$ cat config.mk
export PLATFORM = sky130hd
export DESIGN_NAME = stepper_move_ctrl
export DESIGN_NICKNAME = d
export VERILOG_FILES = /design/src/rtl/stepper_pkg.sv /design/src/rtl/stepper_phase_seq.sv /design/src/rtl/stepper_move_ctrl.sv
export SDC_FILE = /design/constraint.sdc
export NUM_CORES = 1
export LEC_CHECK = 0
export CORE_UTILIZATION = 54
export CTS_BUF_LIST = sky130_fd_sc_hd__clkbuf_4 sky130_fd_sc_hd__clkbuf_8 sky130_fd_sc_hd__clkbuf_16
export CTS_CLUSTER_DIAMETER = 150
export DETAILED_ROUTE_END_ITERATION = 10
export GPL_TIMING_DRIVEN = 0
export HOLD_SLACK_MARGIN = 0.05
export PLACE_DENSITY_LB_ADDON = 0.3
export SETUP_SLACK_MARGIN = 0.4
export SYNTH_ARGS = -nofsm -noshare
export SYNTH_HDL_FRONTEND = slang
export SYNTH_HIERARCHICAL = 1
export SYNTH_SLANG_ARGS = --single-unit
$ cat constraint.sdc
create_clock -name clk -period 9.8 [get_ports clk]
set_input_delay 1.96 -clock clk [delete_from_list [all_inputs] [get_ports clk]]
set_output_delay 1.96 -clock clk [all_outputs]
set_load 0.01 [all_outputs]
$ cat src/rtl/stepper_pkg.sv
// Shared types and constants for stepper motion control channels.
package stepper_pkg;

  // Move sequencer states.
  //   state  | meaning
  //   IDLE   | waiting for a move command (cmd_ready asserted)
  //   ACCEL  | stepping with a shrinking interval toward the target period
  //   CRUISE | stepping at the target period
  //   DECEL  | stepping with a growing interval back toward START_PERIOD
  //   DONE   | single-cycle completion pulse, then back to IDLE
  typedef enum logic [2:0] {
    IDLE,
    ACCEL,
    CRUISE,
    DECEL,
    DONE
  } state_e;

  // One-hot coil drive patterns, in forward rotation order.
  localparam logic [3:0] PH_A        = 4'b0001;
  localparam logic [3:0] PH_B        = 4'b0010;
  localparam logic [3:0] PH_C        = 4'b0100;
  localparam logic [3:0] PH_D        = 4'b1000;
  localparam logic [3:0] PHASE_RESET = PH_A;

  // Default sizing and motion profile.
  localparam int unsigned DEF_PER_W        = 24;
  localparam int unsigned DEF_STEPS_W      = 16;
  localparam int unsigned DEF_POS_W        = 24;
  localparam int unsigned DEF_START_PERIOD = 500000;
  localparam int unsigned DEF_MIN_PERIOD   = 50000;
  localparam int unsigned DEF_RAMP_DELTA   = 25000;

endpackage

$ cat src/rtl/stepper_phase_seq.sv
// One-hot coil phase rotator for a 4-phase unipolar stepper.
module stepper_phase_seq
  import stepper_pkg::*;
(
  input  logic       clk,
  input  logic       rst,
  input  logic       step_i,
  input  logic       dir_i,
  output logic [3:0] phase_o
);

  logic [3:0] phase_q;

  // Rotate left (forward) or right (reverse) by one position per step.
  always_ff @(posedge clk or posedge rst) begin
    if (rst) begin
      phase_q <= PHASE_RESET;
    end else if (step_i) begin
      phase_q <= dir_i ? {phase_q[2:0], phase_q[3]} : {phase_q[0], phase_q[3:1]};
    end
  end

  assign phase_o = phase_q;

endmodule

$ cat src/rtl/stepper_move_ctrl.sv
// Stepper move controller: accepts a move command, runs a linear period ramp
// (accelerate / cruise / decelerate) with a per-step interval timer, tracks
// absolute position and supports a controlled abort.
module stepper_move_ctrl
  import stepper_pkg::*;
#(
  parameter int unsigned PER_W        = DEF_PER_W,
  parameter int unsigned STEPS_W      = DEF_STEPS_W,
  parameter int unsigned POS_W        = DEF_POS_W,
  parameter int unsigned START_PERIOD = DEF_START_PERIOD,
  parameter int unsigned MIN_PERIOD   = DEF_MIN_PERIOD,
  parameter int unsigned RAMP_DELTA   = DEF_RAMP_DELTA
) (
  input  logic               clk,
  input  logic               rst,
  input  logic               cmd_valid_i,
  output logic               cmd_ready_o,
  input  logic               cmd_dir_i,
  input  logic [STEPS_W-1:0] cmd_steps_i,
  input  logic [PER_W-1:0]   cmd_period_i,
  input  logic               abort_i,
  output logic               busy_o,
  output logic               done_o,
  output logic               step_tick_o,
  output logic [3:0]         phase_o,
  output logic [POS_W-1:0]   position_o
);

  localparam logic [PER_W-1:0] START_P = PER_W'(START_PERIOD);
  localparam logic [PER_W-1:0] MIN_P   = PER_W'(MIN_PERIOD);
  localparam logic [PER_W:0]   DELTA_X = (PER_W+1)'(RAMP_DELTA);

  state_e             state_q, state_d;
  logic               dir_q, dir_d;
  logic [STEPS_W-1:0] rem_q, rem_d;
  logic [STEPS_W-1:0] ramp_q, ramp_d;
  logic [PER_W-1:0]   target_q, target_d;
  logic [PER_W-1:0]   cur_q, cur_d;
  logic [PER_W-1:0]   timer_q, timer_d;
  logic               fin_q, fin_d;
  logic [POS_W-1:0]   pos_q, pos_d;
  logic               cmd_ready_q, busy_q, done_q, tick_q;

  logic               running;
  logic               step_now;
  logic [PER_W-1:0]   cmd_target;
  logic [PER_W-1:0]   ramp_down;
  logic [PER_W:0]     up_x;
  logic [PER_W-1:0]   ramp_up;

  // fin_q marks "last action taken, enter DONE on the next edge"; the timer
  // and stepping are frozen while it is set.
  assign running  = ((state_q == ACCEL) || (state_q == CRUISE) || (state_q == DECEL)) && !fin_q;
  assign step_now = running && (timer_q == PER_W'(1));

  assign cmd_target = (cmd_period_i < MIN_P) ? MIN_P : cmd_period_i;

  // Saturating period arithmetic, widened by one bit so nothing wraps.
  assign ramp_down = ({1'b0, cur_q} > ({1'b0, target_q} + DELTA_X))
                   ? (cur_q - DELTA_X[PER_W-1:0]) : target_q;
  assign up_x      = {1'b0, cur_q} + DELTA_X;
  assign ramp_up   = (up_x >= {1'b0, START_P}) ? START_P : up_x[PER_W-1:0];

  // Next-state and datapath decisions; step updates first, abort afterwards.
  always_comb begin
    state_d  = state_q;
    dir_d    = dir_q;
    rem_d    = rem_q;
    ramp_d   = ramp_q;
    target_d = target_q;
    cur_d    = cur_q;
    timer_d  = timer_q;
    fin_d    = fin_q;
    pos_d    = pos_q;

    if (running) timer_d = timer_q - PER_W'(1);

    case (state_q)
      IDLE: begin
        if (fin_q) begin
          state_d = DONE;
          fin_d   = 1'b0;
        end else if (cmd_valid_i && cmd_ready_q) begin
          dir_d    = cmd_dir_i;
          rem_d    = cmd_steps_i;
          ramp_d   = '0;
          target_d = cmd_target;
          if (cmd_steps_i == '0) begin
            fin_d = 1'b1;
          end else if (cmd_target >= START_P) begin
            cur_d   = cmd_target;
            timer_d = cmd_target;
            state_d = CRUISE;
          end else begin
            cur_d   = START_P;
            timer_d = START_P;
            state_d = ACCEL;
          end
        end
      end

      DONE: state_d = IDLE;

      default: begin
        if (fin_q) begin
          state_d = DONE;
          fin_d   = 1'b0;
        end else begin
          if (step_now) begin
            rem_d = rem_q - STEPS_W'(1);
            pos_d = dir_q ? (pos_q + POS_W'(1)) : (pos_q - POS_W'(1));
            case (state_q)
              ACCEL: begin
                ramp_d = ramp_q + STEPS_W'(1);
                if (rem_d != '0) begin
                  if (rem_d <= ramp_d) begin
                    state_d = DECEL;
                  end else begin
                    cur_d = ramp_down;
                    if (ramp_down == target_q) state_d = CRUISE;
                  end
                end
              end
              CRUISE: begin
                if ((rem_d != '0) && (rem_d <= ramp_q)) state_d = DECEL;
              end
              DECEL: begin
                ramp_d = (ramp_q == '0) ? '0 : (ramp_q - STEPS_W'(1));
                cur_d  = ramp_up;
              end
              default: ;
            endcase
            if (rem_d == '0) fin_d = 1'b1;
            timer_d = cur_d;
          end

          // Trim the remaining distance to what the ramp-down needs.
          if (abort_i && ((state_q == ACCEL) || (state_q == CRUISE)) && !fin_d) begin
            if (ramp_d < rem_d) rem_d = ramp_d;
            if (rem_d == '0) fin_d = 1'b1;
            else             state_d = DECEL;
          end
        end
      end
    endcase
  end

  // State, datapath and registered handshake/status outputs.
  always_ff @(posedge clk or posedge rst) begin
    if (rst) begin
      state_q     <= IDLE;
      dir_q       <= 1'b1;
      rem_q       <= '0;
      ramp_q      <= '0;
      target_q    <= START_P;
      cur_q       <= START_P;
      timer_q     <= '0;
      fin_q       <= 1'b0;
      pos_q       <= '0;
      cmd_ready_q <= 1'b1;
      busy_q      <= 1'b0;
      done_q      <= 1'b0;
      tick_q      <= 1'b0;
    end else begin
      state_q     <= state_d;
      dir_q       <= dir_d;
      rem_q       <= rem_d;
      ramp_q      <= ramp_d;
      target_q    <= target_d;
      cur_q       <= cur_d;
      timer_q     <= timer_d;
      fin_q       <= fin_d;
      pos_q       <= pos_d;
      cmd_ready_q <= (state_d == IDLE) && !fin_d;
      busy_q      <= (state_d == ACCEL) || (state_d == CRUISE) || (state_d == DECEL);
      done_q      <= (state_d == DONE);
      tick_q      <= step_now;
    end
  end

  stepper_phase_seq u_phase (
    .clk     (clk),
    .rst     (rst),
    .step_i  (step_now),
    .dir_i   (dir_q),
    .phase_o (phase_o)
  );

  assign cmd_ready_o = cmd_ready_q;
  assign busy_o      = busy_q;
  assign done_o      = done_q;
  assign step_tick_o = tick_q;
  assign position_o  = pos_q;

endmodule

==> reports/metrics.cfg <==
[routing]
vias = 15600
vias_per_cell = 6.81
route.final.wire_length_mm = 54.8
ant_nets = 0
firstDrtPassIters = 6
drtIter0Drc = 2064
post_drt_wl_per_cell_um = 24.0
drc = 0

[synthesis]
syn-cell-area_sq_um = 14400
postSynthCellCount = 1846
synthArstFlopShare_pct = 100
yosysTopAreaCell = dfrtp_1
ys_ff_latch = 141
syn-num-nets = 1994
yosys_warnings = 6
synthDistinctLibCells = 103
postSynthAreaPerCell_sq_um = 7.81
synth_area_leaders = dfrtp_1, ha_1, nand2_1, o21ai_0, a21oi_1
yosysTopAreaCellShare_pct = 21.5
ys.flop_type = dfrtp_1
synth-seq-area-share_pct = 24.6
synth_edf_count = 0

[floorplanning]
die_area_sq_um = 27400
die-height_um = 165
rows = 59
die_x_um = 165
start_util_pct = 55.2
io_pins = 77
coreArea_sq_um = 26100

[worst_setup_path]
path_class = reg -> reg
worstPathMaxFanout = 10
crit_arrival_ns = 6.30
cp-end-kind = register
worstPathRequired_ns = 10.09
cp-start-kind = register

[clock_network]
cts-root-buf = clkbuf_16
clkTransAtPathRegs_ns = 0.07
clkSinkCount = 141
cts_htree_levels = 4
cts_resized = 0
clock_path_buffers = 2
clk-insertion-delay-late_ns = 0.45
cts_hold_buf = 0
post-cts-setup-buffer-count = 0
cts_tree = yes
cts_buffers = 17

[timing]
rsz0062_at_grt = false
setup_tns_ns = 0
slew_headroom_pct = 24.2
fin_skew_ns = 0.0142
setup_viol = 0
hold_viol_final = 0
timing.hold.ws_ns = 0.470
report.final.slew_viol_count = 0
tightest_slew_ns = 1.14
period_needed_ns = 6.01
fmax_ghz = 0.166
post-route-period-util_pct = 61.3

[layout]
finalInstanceArea_sq_um = 16200
diodes = 0
drive_gt1_share_pct = 7.52
synthToLayoutAreaGrowth_pct = 12.6
seq_area_sq_um = 3550
nFillCells = 2408
multi_input_area_sq_um = 10100
final_nets = 2090

[placed_design]
place_hpwl_mm = 41.9
io_buffers = 76
place_congestion = 1.00
placedInstanceArea_sq_um = 15600

[global_route]
grt_first_pass_wirelength_mm = 83.3
grt_max_degree = 95
grt_pass1_vias = 14200
antenna_found_initial = 0
grt_usage_pct = 40.5
grt-ovfl-total = 0

[outcome]
status = finished clean

[flow_run]
maxCapViolCount = 0

[worst_hold_path]
hold_path.class = reg -> reg

[pwr]
power_leakage_uw = 0.00662
p_per_area_nw_per_um2 = 315
peakVddDrop_mv = 0.178

[cells by family (layout without fill, tap and decap cells)]
logic type / Yosys count / after routing / share of synthesized area [%]
simple gates: 682 / 682 / 24.3
fa+ha+maj: 103 / 103 / 8.99
mux: 35 / 35 / 2.53
compound gates: 560 / 560 / 25.7
buf+inv: 191 / 299 / 5.48
xor+xnor: 134 / 134 / 8.43
flops: 141 / 141 / 24.6
[stage by stage]
stage | util (%) | total power (uW) | setup WS (ns) | std cells
after global placement | 59.7 | 4190 | 1.93 | 2257
after CTS | 62.1 | 4970 | 4.04 | 2289
final | 62.1 | 5120 | 3.79 | 2289
after floorplan | - | 3330 | 4.20 | 1846
after detailed placement | 59.8 | 4240 | 3.68 | 2258
after global routing | 62.1 | 5420 | 3.68 | 2289
[report_power, final]
group / switching, uW / internal (uW)
registers: 198 / 779
logic: 2180 / 1260
clock network: 323 / 385
[routing by layer]
metal | up-vias | GRT usage (%) | part of all wire, %
met5 | - | 0 | 0
met4 | 0 | 14.5 | 3.4
met3 | 151 | 10.9 | 12
met2 | 968 | 59.1 | 42
met1 | 7444 | 57.0 | 43
li1 | 7017 | - | -
[cells in the final DEF, fill, tap and decap left out, drive strengths merged, types with 9 or more instances in the layout]
cell             n
nor3            64
clkbuf         108
clkdlybuf4s50   76
or4             13
mux2            12
xor2            58
or3             26
o31ai           13
buf             41
o21ai          159
o21a            20
a21oi          136
o211ai          20
mux2i           23
nand3b          12
nand4           41
dfstp           17
nor2b           18
nand2          192
and3            20
xnor2           73
nand3           44
inv             66
nor2           161
and4             9
o221ai          12
nor4            29
a211oi          15
a21o            27
dfrtp          124
a31oi           28
o22ai           21
or2             10
ha             102
nand2b          14
nor3b            9
[final timing paths]
path	from	end	slack [ns]	depth (start not counted)
max	state_q[1]$_DFF_PP0_	rem_q[11]$_DFFE_PP0P_	3.79	20
min	position_o[23]$_DFFE_PP0P_	position_o[23]$_DFFE_PP0P_	0.47	1
max reg2reg	state_q[1]$_DFF_PP0_	rem_q[11]$_DFFE_PP0P_	3.79	20
min reg2reg	position_o[23]$_DFFE_PP0P_	position_o[23]$_DFFE_PP0P_	0.47	1
max in group asynchronous	rst	target_q[18]$_DFFE_PP1P_	7.00	3
min in group asynchronous	rst	u_phase/phase_o[3]$_DFFE_PP0P_	1.81	2
[Yosys cell counts, types with 6 or more instances]
master / instances
a211o_1: 6
o221ai_1: 12
o31ai_1: 11
a31oi_1: 25
and2_1: 7
nand3b_1: 11
mux2_2: 12
inv_1: 57
and3_1: 20
nor4_1: 21
o22ai_1: 19
a22o_1: 6
nand4_1: 41
nor3b_1: 8
nand2b_1: 14
xor2_1: 58
a21oi_1: 134
a211oi_1: 15
a221oi_1: 8
nor2b_1: 18
nor4b_1: 6
nor3_1: 60
dfstp_2: 17
buf_1: 6
buf_2: 27
a311oi_1: 8
ha_1: 102
nand2_1: 192
a21o_1: 27
or3_1: 24
o21ai_1: 17
or2_2: 8
dfrtp_1: 124
o21ai_0: 139
xnor2_1: 73
o211ai_1: 19
o21a_1: 20
a2111oi_0: 7
clkbuf_1: 90
mux2i_1: 23
o41ai_1: 8
nor2_1: 160
or4_1: 10
and4_1: 9
nand3_1: 44
[sequential cells by signal, indices dropped and copies added, names as in the netlist]
name             cells
step_tick_o          1
dir_q                1
busy_o               1
done_o               1
timer_q             24
cmd_ready_o          1
u_phase/phase_o      4
rem_q               16
cur_q               24
target_q            24
state_q              3
fin_q                1
ramp_q              16
position_o          24
[layout make-up]
| type | count | area share (%) |
|---|---|---|
| inverters | 60 | 1.42 |
| plain buffers | 131 | 3.48 |
| repair buffers | 77 | 4.86 |
| clock buffers | 17 | 2.62 |
| well taps | 335 | 2.58 |
| clock inverters | 14 | 1.06 |
| flip-flops and latches | 141 | 21.9 |
| multi-input cells | 1514 | 62.1 |
[critical path, stage by stage (launching register included)]
cell      delay, ns
dfrtp_1        0.36
clkbuf_1       0.31
nor2_1         0.46
nor3_2         0.20
nand4_1        0.35
clkbuf_1       0.57
clkbuf_1       0.61
clkbuf_1       0.55
nor2_1         0.13
xnor2_1        0.18
ha_1           0.20
a21o_1         0.18
a21oi_1        0.15
o221ai_1       0.13
a21oi_1        0.25
o31ai_4        0.14
nor3_4         0.43
buf_6          0.23
nor2_1         0.06
a21oi_1        0.22
o22ai_1        0.14
Note: power is estimated with default switching activity, not from simulation.
